--- src/rtl/if_ctrl.sv ---
// -----------------------------------------------------------------------------
// if_ctrl -- instruction-fetch controller for the MIPS32 core.
//
// Owns the fetch PC, runs the req/ack handshake with instruction memory and
// presents one fetched instruction (with its PC) at a time to IF/ID.
//
// Ports:
//   clk, rst         clock, synchronous active-high reset
//   stall_i          IF/ID cannot accept; hold the presented instruction
//   branchEnable_i   single-cycle redirect pulse
//   branchAddr_i     redirect target (bits [1:0] forced to 0)
//   imem_req_o       instruction memory request (registered-state decode)
//   imem_addr_o      request address (= fetch PC)
//   imem_ack_i       memory done; imem_data_i valid this cycle
//   imem_data_i      instruction word
//   inst_o, pc_o     presented instruction and its address
//   inst_valid_o     inst_o/pc_o valid
// -----------------------------------------------------------------------------
module if_ctrl #(
  parameter logic [31:0] RESET_PC = 32'h0000_0000
) (
  input  logic        clk,
  input  logic        rst,
  input  logic        stall_i,
  input  logic        branchEnable_i,
  input  logic [31:0] branchAddr_i,
  output logic        imem_req_o,
  output logic [31:0] imem_addr_o,
  input  logic        imem_ack_i,
  input  logic [31:0] imem_data_i,
  output logic [31:0] inst_o,
  output logic [31:0] pc_o,
  output logic        inst_valid_o
);

  typedef enum logic [1:0] {
    IDLE  = 2'd0,
    FETCH = 2'd1,
    VALID = 2'd2
  } state_e;

  state_e      state_q, state_d;
  logic [31:0] fetch_pc_q, fetch_pc_d;
  logic        pend_q, pend_d;
  logic [31:0] pend_addr_q, pend_addr_d;
  logic [31:0] inst_q, inst_d;
  logic [31:0] pc_q, pc_d;
  logic        valid_q, valid_d;

  // Redirect targets are always word aligned; the low bits are dropped.
  logic [31:0] br_target;
  logic        unused_addr_bits;
  assign br_target        = {branchAddr_i[31:2], 2'b00};
  assign unused_addr_bits = ^branchAddr_i[1:0];

  // ---------------------------------------------------------------------------
  // State register
  // ---------------------------------------------------------------------------
  // NOTE: sequential state uses non-blocking (<=) so every register samples
  // the pre-edge values; blocking here would create order-dependent races.
  always_ff @(posedge clk) begin
    if (rst) begin
      state_q     <= IDLE;
      fetch_pc_q  <= RESET_PC;
      pend_q      <= 1'b0;
      pend_addr_q <= 32'h0;
      inst_q      <= 32'h0;
      pc_q        <= 32'h0;
      valid_q     <= 1'b0;
    end else begin
      state_q     <= state_d;
      fetch_pc_q  <= fetch_pc_d;
      pend_q      <= pend_d;
      pend_addr_q <= pend_addr_d;
      inst_q      <= inst_d;
      pc_q        <= pc_d;
      valid_q     <= valid_d;
    end
  end

  // ---------------------------------------------------------------------------
  // Next-state / datapath
  // ---------------------------------------------------------------------------
  always_comb begin
    // NOTE: every signal gets a hold default first so no path through the case
    // leaves one unassigned -- that is what keeps this block latch-free.
    state_d     = state_q;
    fetch_pc_d  = fetch_pc_q;
    pend_d      = pend_q;
    pend_addr_d = pend_addr_q;
    inst_d      = inst_q;
    pc_d        = pc_q;
    valid_d     = valid_q;

    unique case (state_q)
      IDLE: begin
        state_d = FETCH;
        if (branchEnable_i) fetch_pc_d = br_target;
      end

      FETCH: begin
        if (imem_ack_i) begin
          if (pend_q || branchEnable_i) begin
            // The returning word belongs to a squashed path: drop it and
            // re-issue at the redirect. A same-cycle branch beats pend_addr.
            fetch_pc_d = branchEnable_i ? br_target : pend_addr_q;
            pend_d     = 1'b0;
          end else begin
            inst_d     = imem_data_i;
            pc_d       = fetch_pc_q;
            valid_d    = 1'b1;
            fetch_pc_d = fetch_pc_q + 32'd4;
            state_d    = VALID;
          end
        end else if (branchEnable_i) begin
          // A request is never withdrawn mid-flight; remember the newest
          // target and apply it when the outstanding ack arrives.
          pend_d      = 1'b1;
          pend_addr_d = br_target;
        end
      end

      VALID: begin
        if (branchEnable_i) begin
          valid_d    = 1'b0;
          fetch_pc_d = br_target;
          state_d    = FETCH;
        end else if (!stall_i) begin
          valid_d = 1'b0;
          state_d = FETCH;
        end
      end

      default: state_d = IDLE;
    endcase
  end

  // ---------------------------------------------------------------------------
  // Outputs: decoded from registers only, no input-to-output paths.
  // ---------------------------------------------------------------------------
  always_comb begin
    imem_req_o   = (state_q == FETCH);
    imem_addr_o  = fetch_pc_q;
    inst_o       = inst_q;
    pc_o         = pc_q;
    inst_valid_o = valid_q;
  end

endmodule

--- config.mk ---
export PLATFORM = sky130hd
export DESIGN_NAME = if_ctrl
export DESIGN_NICKNAME = d
export VERILOG_FILES = /design/src/rtl/if_ctrl.sv
export SDC_FILE = /design/constraint.sdc
export NUM_CORES = 1
export LEC_CHECK = 0
export CORE_MARGIN = 2
export CORE_UTILIZATION = 48
export DETAILED_ROUTE_END_ITERATION = 6
export PLACE_DENSITY_LB_ADDON = 0.05
export SKIP_CTS_REPAIR_TIMING = 1
export SLEW_MARGIN = 20
export SYNTH_ARGS = -nofsm -noshare
export SYNTH_HDL_FRONTEND = slang
export SYNTH_SLANG_ARGS = --single-unit
--- constraint.sdc ---
create_clock -name clk -period 2.5 [get_ports clk]
set_input_delay 0.25 -clock clk [delete_from_list [all_inputs] [get_ports clk]]
set_output_delay 0.25 -clock clk [all_outputs]
set_load 0.005 [all_outputs]
==> results of run 1 <==
[routing by layer]
layer | part of all wire (%) | up-vias | wire, µm | GRT usage (%)
met1 | 42 | 2890 | 7387 | 33.54
li1 | - | 3004 | - | -
met3 | 8.7 | 21 | 1528 | 9.529
met5 | 0 | - | 0 | 0
met2 | 48 | 208 | 8335 | 44.10
met4 | 1.3 | 0 | 224 | 8.293
[how the worst max path moves through the flow]
stage	slack [ns]	from	cells after the start	end
final	0.17	imem_addr_o[2]	6	imem_addr_o[30]
after global routing	0.03	imem_addr_o[2]	6	imem_addr_o[30]
after CTS	0.16	imem_addr_o[2]	6	imem_addr_o[30]
after detailed placement	0.18	imem_addr_o[2]	6	imem_addr_o[30]
after global placement	0.20	imem_addr_o[2]	6	imem_addr_o[30]
after floorplan	0.23	imem_addr_o[2]	7	imem_addr_o[30]
[final cells by class]
| cell class | count | area (µm²) |
|---|---|---|
| repair buffers | 198 | 1944 |
| inverters | 15 | 56.30 |
| fillers | 1027 | 3617 |
| well taps | 147 | 183.9 |
| clock inverters | 4 | 70.07 |
| clock buffers | 26 | 509.2 |
| flip-flops and latches | 132 | 2643 |
| multi-input cells | 576 | 2938 |
[worst min-delay path, delay by kind of cell]
family          cells  cell delay (ns)
buf+inv             1             0.40
simple gates        1             0.06
compound gates      1             0.05
[power by group]
| part | leakage (nW) | internal, mW | switching [mW] |
|---|---|---|---|
| combinational | 1.53 | 0.386 | 0.371 |
| clock | 0.286 | 1.59 | 0.844 |
| sequential | 1.07 | 2.20 | 0.0918 |
[state kept, by name, summed over array words and instances (netlist names)]
name,flops
imem_addr_o,32
inst_o,32
pc_o,32
pend_addr_q,32
state_q,2
inst_valid_o,1
pend_q,1
[placed cells by master, fill, tap and decap left out, types with 4 or more instances in the layout]
master and n:
buf_4 31, clkbuf_16 17, nand3_1 13, clkbuf_8 5, or3_1 8, a311oi_1 4
nor2b_1 5, a211oi_1 5, xor2_1 6, o211ai_1 10, a21oi_1 135, buf_12 4
o32ai_1 4, nor3_1 14, nand2_1 225, nand3b_1 6, nand2b_1 6, o22ai_1 4
nand4_1 12, clkdlybuf4s50_1 163, nor2_1 27, xnor2_1 4, dfxtp_1 132, o21ai_0 31
inv_1 15, clkbuf_1 4, a31oi_1 5, nor3b_1 10, and3_1 4
[cell families (layout without fill, tap and decap cells)]
group,after synthesis,count (layout),synth area share [%]
AO/OA/AOI/OAI,216,216,20.85
XOR/XNOR,10,10,1.492
adder cells (fa/ha/maj),1,1,0.2132
buffers and inverters,80,243,5.309
flip-flops,132,132,45.03
multiplexers,2,2,0.3412
AND/OR/NAND/NOR,347,347,26.76
[synthesized netlist by cell type, types with 2 or more instances]
| master | n | share of area, % |
|---|---|---|
| a31oi_1 | 5 | 0.53 |
| clkbuf_2 | 3 | 0.26 |
| and4_1 | 3 | 0.45 |
| inv_1 | 15 | 0.96 |
| nand3b_1 | 6 | 0.77 |
| a211oi_1 | 5 | 0.64 |
| xnor2_1 | 4 | 0.60 |
| mux2i_1 | 2 | 0.34 |
| o21a_1 | 2 | 0.26 |
| nor2_1 | 28 | 1.8 |
| o22ai_1 | 4 | 0.43 |
| nor2b_1 | 6 | 0.64 |
| buf_2 | 6 | 0.51 |
| or2_2 | 2 | 0.21 |
| clkbuf_1 | 56 | 3.6 |
| o32ai_1 | 4 | 0.60 |
| nand3_1 | 13 | 1.1 |
| a31o_2 | 2 | 0.30 |
| a21o_1 | 3 | 0.38 |
| a311oi_1 | 4 | 0.60 |
| or3_1 | 8 | 0.85 |
| or4_1 | 2 | 0.26 |
| o21ai_0 | 32 | 2.7 |
| nor4_1 | 4 | 0.43 |
| nor3_1 | 14 | 1.2 |
| xor2_1 | 6 | 0.90 |
| dfxtp_1 | 132 | 45 |
| o211ai_1 | 10 | 1.3 |
| a21oi_1 | 135 | 12 |
| nand2b_1 | 6 | 0.64 |
| nor3b_1 | 10 | 1.3 |
| and3_1 | 4 | 0.43 |
| nand4_1 | 12 | 1.3 |
| nand2_1 | 225 | 14 |
==> run summary, run 1 <==
Outcome: finished clean
Min-delay src: imem_data_i[15]
Finish-stage setup viols: 0
Drt drc: 0
Antenna diode count: 0
Final Util: 69.76%
Final Cycle Share: 93.37%
Worst slack, placed: 0.1788 ns
Initial Util: 49.06%
Slew at the pin closest to its max-slew limit: 0.8334 ns
CTS tree: yes
Root buffer cell: clkbuf_16
Final Power: 5.475 mW
First-pass GRT wire length: 28300 µm
Worst setup EP type: flop
First-iteration detailed-routing DRC count: 499
WL per Instance: 15.92 µm
Placed cell area: 0.007765 mm²
Clk Latency, worst-skew pair: 0.41 ns
Initial antenna violation count: 0
Port bufs: 164
Setup TNS: 0 ns
Slew Viols, Final: 0
Detailed-route wire length: 17480 µm
Slowest stage cell, crit path: or4_1
Worst setup margin: 0.1659 ns
Register bit count reported by yosys: 132
LEAKAGE: 2.894 nW
Layout Nets: 1010
Final hold violation count: 0
Async SR Flop Fraction: 0%
Clock-pin slew on the worst setup and hold paths: 0.05 ns
Synth cell types: 49
Drt pass-1 iters: 5
R2R depth: 6
Core Box Area: 0.01196 mm²
Area growth from synthesis to layout: 42.20%
RSZ-0062 raised after global routing: no
Worst Hold Class: input pin to flop
Min cycle time layout: 2.334 ns
GRT overflow: 0
Maximum fanout along the worst path: 8
Hold Path Sink: inst_o[15]
Most used DFF post-synth: dfxtp_1
Fmax: 428.4 MHz
Non-Filler Instances: 1098
Delay-heaviest family, CP: simple AND/OR/NAND/NOR gates
Num rows: 40
Crit path cell chain: ha_1 > nand3_4 > or4_1 > or4_1 > a21oi_1 > o211a_1
Mapped Cells: 788
All-Layer GR Usage: 27.02%
Routed vias/inst: 5.577
Layout cells sized above 1: 7.781%
Worst Path Required: 2.85 ns
Worst reg2reg startpoint: imem_addr_o[2]
CTS buffer count: 17
H-tree level count: 4
Die Width: 114.6 µm
Mapped Area: 0.005868 mm²
Hold depth: 3
Skew final: 0.006902 ns
Clock sink count: 132
R2r endpoint: imem_addr_o[30]
Die ar.: 0.01313 mm²
Synth Area per Inst: 7.447 µm²
CP most frequent cell: or4_1
Critical path class: flop to flop
Reg2reg setup slack: 0.17 ns
Clock Tree Buf Depth: 2
Syn_nets: 858
Seq/Total Area, Yosys: 45.03%
Routability Congestion: 0.8535
Worst Setup Start Kind: flop
Worst path bufs/invs: 0
Post-synth EDFFs: 0
Die height: 114.6 µm
Rel. slew slack: 44.44%
CP max stage delay: 0.71 ns
Fin area: 0.008344 mm²
DP HPWL: 11600 µm
Post-route ant nets: 0
DR vias: 6123
Max IR drop VDD: 0.0004146 V
Worst Path Arrival: 2.69 ns
YS warnings: 0
Power Density: 656.1 mW/mm²
Max_cap viols: 0
Largest net degree at the start of global routing: 78
Vias in the first global route: 5842
Top Ports: 167
Dpl cells: 1068
Smallest hold slack: 0.3879 ns
Power figures use the tool's default switching activity.
==> inputs of run 2 (changes only) <==
- ABC_AREA: not set -> 1
- CORE_UTILIZATION: 48 -> 49
- GPL_ROUTABILITY_DRIVEN: not set -> 0
==> run 2 against run 1 <==
Against the previous run:
- worst hold slack improved by 0.043 ns
- clock power decreased by 7%
- sequential cell count unchanged
- critical endpoint is now imem_req_o
==> run summary, run 2 <==
Outcome: finished clean
LEAKAGE: 3.244 nW (+12%)
Final hold violation count: 0 (unchanged)
CTS tree: yes
Layout Nets: 1115 (+10%)
Register bit count reported by yosys: 132 (unchanged)
All-Layer GR Usage: 26.65% (-0.37 points)
Top cells by area, synth: dfxtp_1 43%, o21ai_0 12%, nor2_1 9.0%, a21oi_1 8.8%, nand2_1 8.3%
Min cycle time layout: 1.905 ns (-0.4294 ns)
Seq/Total Area, Yosys: 42.57% (-2.5 points)
Die ar.: 0.01358 mm² (+3.5%)
Synth top area share: 42.57% (-2.5 points)
Detailed-route wire length: 18170 µm (+4.0%)
Clock sink count: 132 (unchanged)
Syn_nets: 975 (+14%)
Worst Hold Class: input pin to flop
Maximum fanout along the worst path: 19 (+11)
Commonest cells after routing, fill and taps aside: 163 x clkdlybuf4s50_1, 153 x o21ai_0, 148 x nor2_1
M2 GR Usage: 37.25% (-6.9 points)
DR vias: 6397 (+4.5%)
R2R depth: 10 (+4)
Critical path class: flop to primary output
Area of the multi-input gates: 0.003050 mm² (+3.8%)
Final Cycle Share: 76.19% (-17 points)
Dpl cells: 1198 (+12%)
Most crowded layer after global routing: met1
Root buffer cell: clkbuf_16
Post-synth EDFFs: 0 (unchanged)
Skew final: 0.009341 ns (+0.002439 ns)
Finish-stage setup viols: 0 (unchanged)
Clock Tree Buf Depth: 2 (unchanged)
CP max stage delay: 0.53 ns (-0.18 ns)
Met1 usage: 38.73% (+5.2 points)
Worst Path Required: 2.25 ns (-0.60 ns)
RSZ-0062 raised after global routing: no
Max IR drop VDD: 0.0004929 V (+19%)
Placed cell area: 0.007946 mm² (+2.3%)
Worst Path Arrival: 1.65 ns (-1.04 ns)
Fin area: 0.008483 mm² (+1.7%)
First-pass GRT wire length: 27970 µm (-1.2%)
Total area of sequential cells: 0.002643 mm² (unchanged)
Area growth from synthesis to layout: 36.67%
Compound-Gate Fraction of Synth Area: 24.03% (+3.2 points)
Synth Area per Inst: 6.859 µm² (-7.9%)
YS warnings: 0 (unchanged)
Simple-gate share of the synthesized area: 22.56% (-4.2 points)
Worst setup EP type: primary output
Die height: 116.6 µm (+1.7%)
First-iteration detailed-routing DRC count: 546 (+9.4%)
Drt drc: 0 (unchanged)
Slew at the pin closest to its max-slew limit: 0.6079 ns (-0.2255 ns)
Largest area contributor in the netlist: dfxtp_1
Num rows: 41 (+2.5%)
Multiplexer area fraction after synthesis: 1.613% (+1.3 points)
Reg2reg setup slack: 0.63 ns (+0.46 ns)
Worst Setup Start Kind: flop
Xor and xnor area share after synthesis: 0.7055% (-0.79 points)
Count leader, synth: o21ai_0
Async SR Flop Fraction: 0% (unchanged)
Port bufs: 164 (unchanged)
Routed vias/inst: 5.214 (-6.5%)
Post-route ant nets: 0 (unchanged)
Clk Latency, worst-skew pair: 0.43 ns (+0.02 ns)
Post-synth top cells: 153 x o21ai_0, 149 x nor2_1, 137 x nand2_1
Final Power: 5.633 mW (+2.9%)
Max_cap viols: 0 (unchanged)
Rel. slew slack: 59.41% (+15 points)
GRT overflow: 0 (unchanged)
Most used DFF post-synth: dfxtp_1
Hold depth: 5 (+2)
WL per Instance: 14.81 µm (-7.0%)
Die Width: 116.6 µm (+1.7%)
Largest net degree at the start of global routing: 113 (+45%)
Clock-pin slew on the worst setup and hold paths: 0.05 ns (about the same)
Initial antenna violation count: 0 (unchanged)
DP HPWL: 12480 µm (+7.6%)
Fillers: 1184 (+15%)
GR Util met3: 6.954% (-2.6 points)
Largest family of logic cells by synthesized area: compound AO/OA/AOI/OAI gates
Crit path cell chain: inv_2 > nor2_4 > clkdlybuf4s50_1
Post-synthesis adder-cell area fraction: 0.2016% (-0.012 points)
Antenna diode count: 0 (unchanged)
Core Box Area: 0.01252 mm² (+4.6%)
Slowest stage cell, crit path: clkdlybuf4s50_1
Vias in the first global route: 5410 (-7.4%)
Slew Viols, Final: 0 (unchanged)
Setup TNS: 0 ns (unchanged)
Fmax: 525.0 MHz (+23%)
Mapped Area: 0.006207 mm² (+5.8%)
CTS buffer count: 17 (unchanged)
Non-Filler Instances: 1227 (+12%)
Drt pass-1 iters: 5 (unchanged)
Power Density: 664.0 mW/mm² (+1.2%)
Top Ports: 167 (unchanged)
Initial Util: 49.59% (+0.53 points)
Most common cell after layout, fill and taps aside: clkdlybuf4s50_1
Synth cell types: 29 (-41%)
Smallest hold slack: 0.4312 ns (+0.04324 ns)
Mapped Cells: 905 (+15%)
H-tree level count: 4 (unchanged)
Layout cells sized above 1: 6.730% (-1.1 points)
-- run 2: cell count changes in the layout (fill, tap and decap cells not counted), moves of 10 or more --
cell	before	now
o21ai_0	31	153
nor2_1	27	148
nand2_1	225	137
inv_1	15	66
nand3_1	13	40
a21oi_1	135	109
buf_4	31	10
nand4_1	12	0
a21oi_2	0	10
nor3b_1	10	0
-- run 2: cell families (layout without fill, tap and decap cells) --
group                      after synthesis  in the layout
AOI/OAI and AO/OA                      284            284
xor gates and xnor gates                 5              5
adders and majority gates                1              1
buffers and inverters                  127            277
DFF                                    132            132
muxes                                   10             10
and+or+nand+nor                        346            346
-- run 2: path summary, 6_finish.rpt --
path,start,endpoint
hold reg to reg,pend_addr_q[21],pend_addr_q[21]
setup reg to reg,imem_addr_o[3],imem_addr_o[28]
setup / recovery,state_q[0],imem_req_o
hold / removal,branchEnable_i,pend_addr_q[7]
-- run 2: power breakdown --
part,leakage (nW),internal [mW],switching (mW)
Combinational,1.89,0.473,0.515
Sequential,1.08,2.25,0.126
Clock,0.273,1.40,0.874
Total,3.24,4.12,1.51
-- run 2: layout make-up --
cell class / count / share of cell area [%]
Clock buffer: 24 / 6.032
Clock inverter: 5 / 0.2950
Inverter: 71 / 3.142
Multi-Input combinational cell: 646 / 35.96
Sequential cell: 132 / 31.15
Tap cell: 172 / 2.537
Timing Repair Buffer: 177 / 20.88
-- run 2: layer usage --
metal	share of wire (%)	wire length, µm
met1	47	8507
met2	42	7600
met3	9.0	1642
met4	2.3	417
met5	0	0
-- run 2: critical path: cells and delay by family (launching register included) --
| family | cells | cell delay [ns] |
|---|---|---|
| buffers and inverters | 2 | 0.69 |
| flip-flops | 1 | 0.34 |
| AND/OR/NAND/NOR | 1 | 0.19 |
-- run 2: per-stage QoR --
stage                     setup slack, ns  utilization [%]
after global placement             0.6761            63.48
after floorplan                     1.031                -
after detailed placement           0.6498            63.48
final                              0.5952            67.77
after global routing               0.4802            67.77
after CTS                          0.5850            67.77
==> inputs of run 3 (changes only) <==
- clock period: 2.5 -> 1.95 ns (I/O delays scaled with it)
==> run 3 against run 2 <==
Against the previous run:
- non-clock buffer count up 7
- sequential share of layout area down 0.26 points
- sequential cell count unchanged
- highest routed layer unchanged
==> run summary, run 3 (same netlist as run 2, synthesis figures left out) <==
Power Density: 841.5 mW/mm² (+27%)
Rel. slew slack: 58.57% (-0.84 points)
Drt drc: 0 (unchanged)
Initial antenna violation count: 0 (unchanged)
Fillers: 1155 (-2.4%)
Final Power: 7.199 mW (+28%)
Routed vias/inst: 5.183 (-0.59%)
Root buffer cell: clkbuf_16
Detailed-route wire length: 18110 µm (-0.34%)
Final hold violation count: 0 (unchanged)
Port bufs: 164 (unchanged)
Finish-stage setup viols: 0 (unchanged)
Drt pass-1 iters: 5 (unchanged)
Die height: 116.6 µm (unchanged)
Antenna diode count: 0 (unchanged)
Largest net degree at the start of global routing: 113 (unchanged)
Fin area: 0.008554 mm² (+0.84%)
Outcome: finished clean
Layout Nets: 1122 (+0.63%)
Clock sink count: 132 (unchanged)
Worst setup EP type: flop
First-pass GRT wire length: 28300 µm (+1.2%)
RSZ-0062 raised after global routing: yes
Placed cell area: 0.008024 mm² (+0.98%)
Max_cap viols: 0 (unchanged)
Die Width: 116.6 µm (unchanged)
Most common cell after layout, fill and taps aside: clkdlybuf4s50_1
H-tree level count: 4 (unchanged)
Worst Path Required: 2.30 ns (+0.05 ns)
Top Ports: 167 (unchanged)
Vias in the first global route: 5545 (+2.5%)
Non-Filler Instances: 1235 (+0.65%)
Clock-pin slew on the worst setup and hold paths: 0.05 ns (about the same)
DR vias: 6401 (+0.063%)
Skew final: 0.005931 ns (-0.003410 ns)
Initial Util: 49.59% (unchanged)
First-iteration detailed-routing DRC count: 483 (-12%)
Post-route ant nets: 0 (unchanged)
Dpl cells: 1205 (+0.58%)
Final Util: 68.34% (+0.57 points)
Num rows: 41 (unchanged)
Smallest hold slack: 0.2706 ns (-0.1606 ns)
Slew Viols, Final: 0 (unchanged)
Clock Tree Buf Depth: 2 (unchanged)
GRT overflow: 0 (unchanged)
CTS tree: yes
Worst Hold Class: input pin to flop
Worst Setup Start Kind: flop
All-Layer GR Usage: 26.52% (-0.12 points)
Maximum fanout along the worst path: 5 (-14)
LEAKAGE: 3.284 nW (+1.2%)
Die ar.: 0.01358 mm² (unchanged)
Core Box Area: 0.01252 mm² (unchanged)
Clk Latency, worst-skew pair: 0.42 ns (about the same)
CTS buffer count: 17 (unchanged)
Commonest cells after routing, fill and taps aside: 163 x clkdlybuf4s50_1, 153 x o21ai_0, 148 x nor2_1
Max IR drop VDD: 0.0004563 V (-7.4%)
Critical path class: flop to flop
Fmax: 567.0 MHz
WL per Instance: 14.66 µm (-0.99%)
Worst Path Arrival: 2.11 ns (+0.46 ns)
DP HPWL: 12720 µm (+1.9%)
Layout cells sized above 1: 7.244% (+0.51 points)
Area growth from synthesis to layout: 37.81%
Final Cycle Share: 90.44%
Slew at the pin closest to its max-slew limit: 0.6205 ns (+0.01262 ns)
Min cycle time layout: 1.764 ns
==> run 3: cell types whose count changed in the layout (fill, tap and decap cells not counted) <==
cell / delta
clkbuf_1: +2
buf_12: +2
clkbuf_8: -1
buf_4: +5
==> run 3: cell type report <==
| class | instances | area [µm²] | share of cell area (%) |
|---|---|---|---|
| clock buffer | 25 | 505.5 | 5.909 |
| inverter | 71 | 266.5 | 3.115 |
| timing repair buffer | 184 | 1849 | 21.62 |
| clock inverter | 5 | 25.02 | 0.2925 |
| sequential | 132 | 2643 | 30.89 |
| multi-input combinational | 646 | 3050 | 35.66 |
| tap | 172 | 215.2 | 2.516 |
==> run 3: routing by layer <==
layer	wire (µm)	share of wire [%]	track usage (%)	vias up
met1	8672	48	38.64	2840
li1	-	-	-	3271
met2	7630	42	38.80	264
met4	272	1.5	8.863	0
met5	0	0	0	-
met3	1529	8.4	5.916	26
==> run 3: final timing paths <==
check,start,endpoint,slack (ns),cells after the start
worst max-delay path,imem_addr_o[3],imem_addr_o[14],0.19,9
worst min register to register,pend_addr_q[17],pend_addr_q[17],0.45,2
worst max register to register,imem_addr_o[3],imem_addr_o[14],0.19,9
worst min-delay path,branchEnable_i,state_q[1],0.27,4
==> run 3: stage by stage <==
stage	setup TNS, ns	worst slack [ns]
global placement	0	0.2499
floorplan	0	0.4806
finish	0	0.1865
global route	-0.03005	-0.01672
detailed placement	0	0.2240
CTS	0	0.2042
==> run 3: critical path, stage by stage (launching register included) <==
cell	delay, ns
dfxtp_1	0.39
ha_1	0.20
nand2_1	0.08
nor2_2	0.15
nand2_1	0.18
nor2_1	0.26
nand2_1	0.08
nand3_1	0.13
nand3_1	0.08
a21oi_1	0.13
==> run 3: power by group <==
group / internal [mW] / switching (mW) / leakage, nW
clock: 1.77 / 1.09 / 0.269
combinational: 0.632 / 0.677 / 1.94
sequential: 2.88 / 0.153 / 1.08
total: 5.28 / 1.92 / 3.28
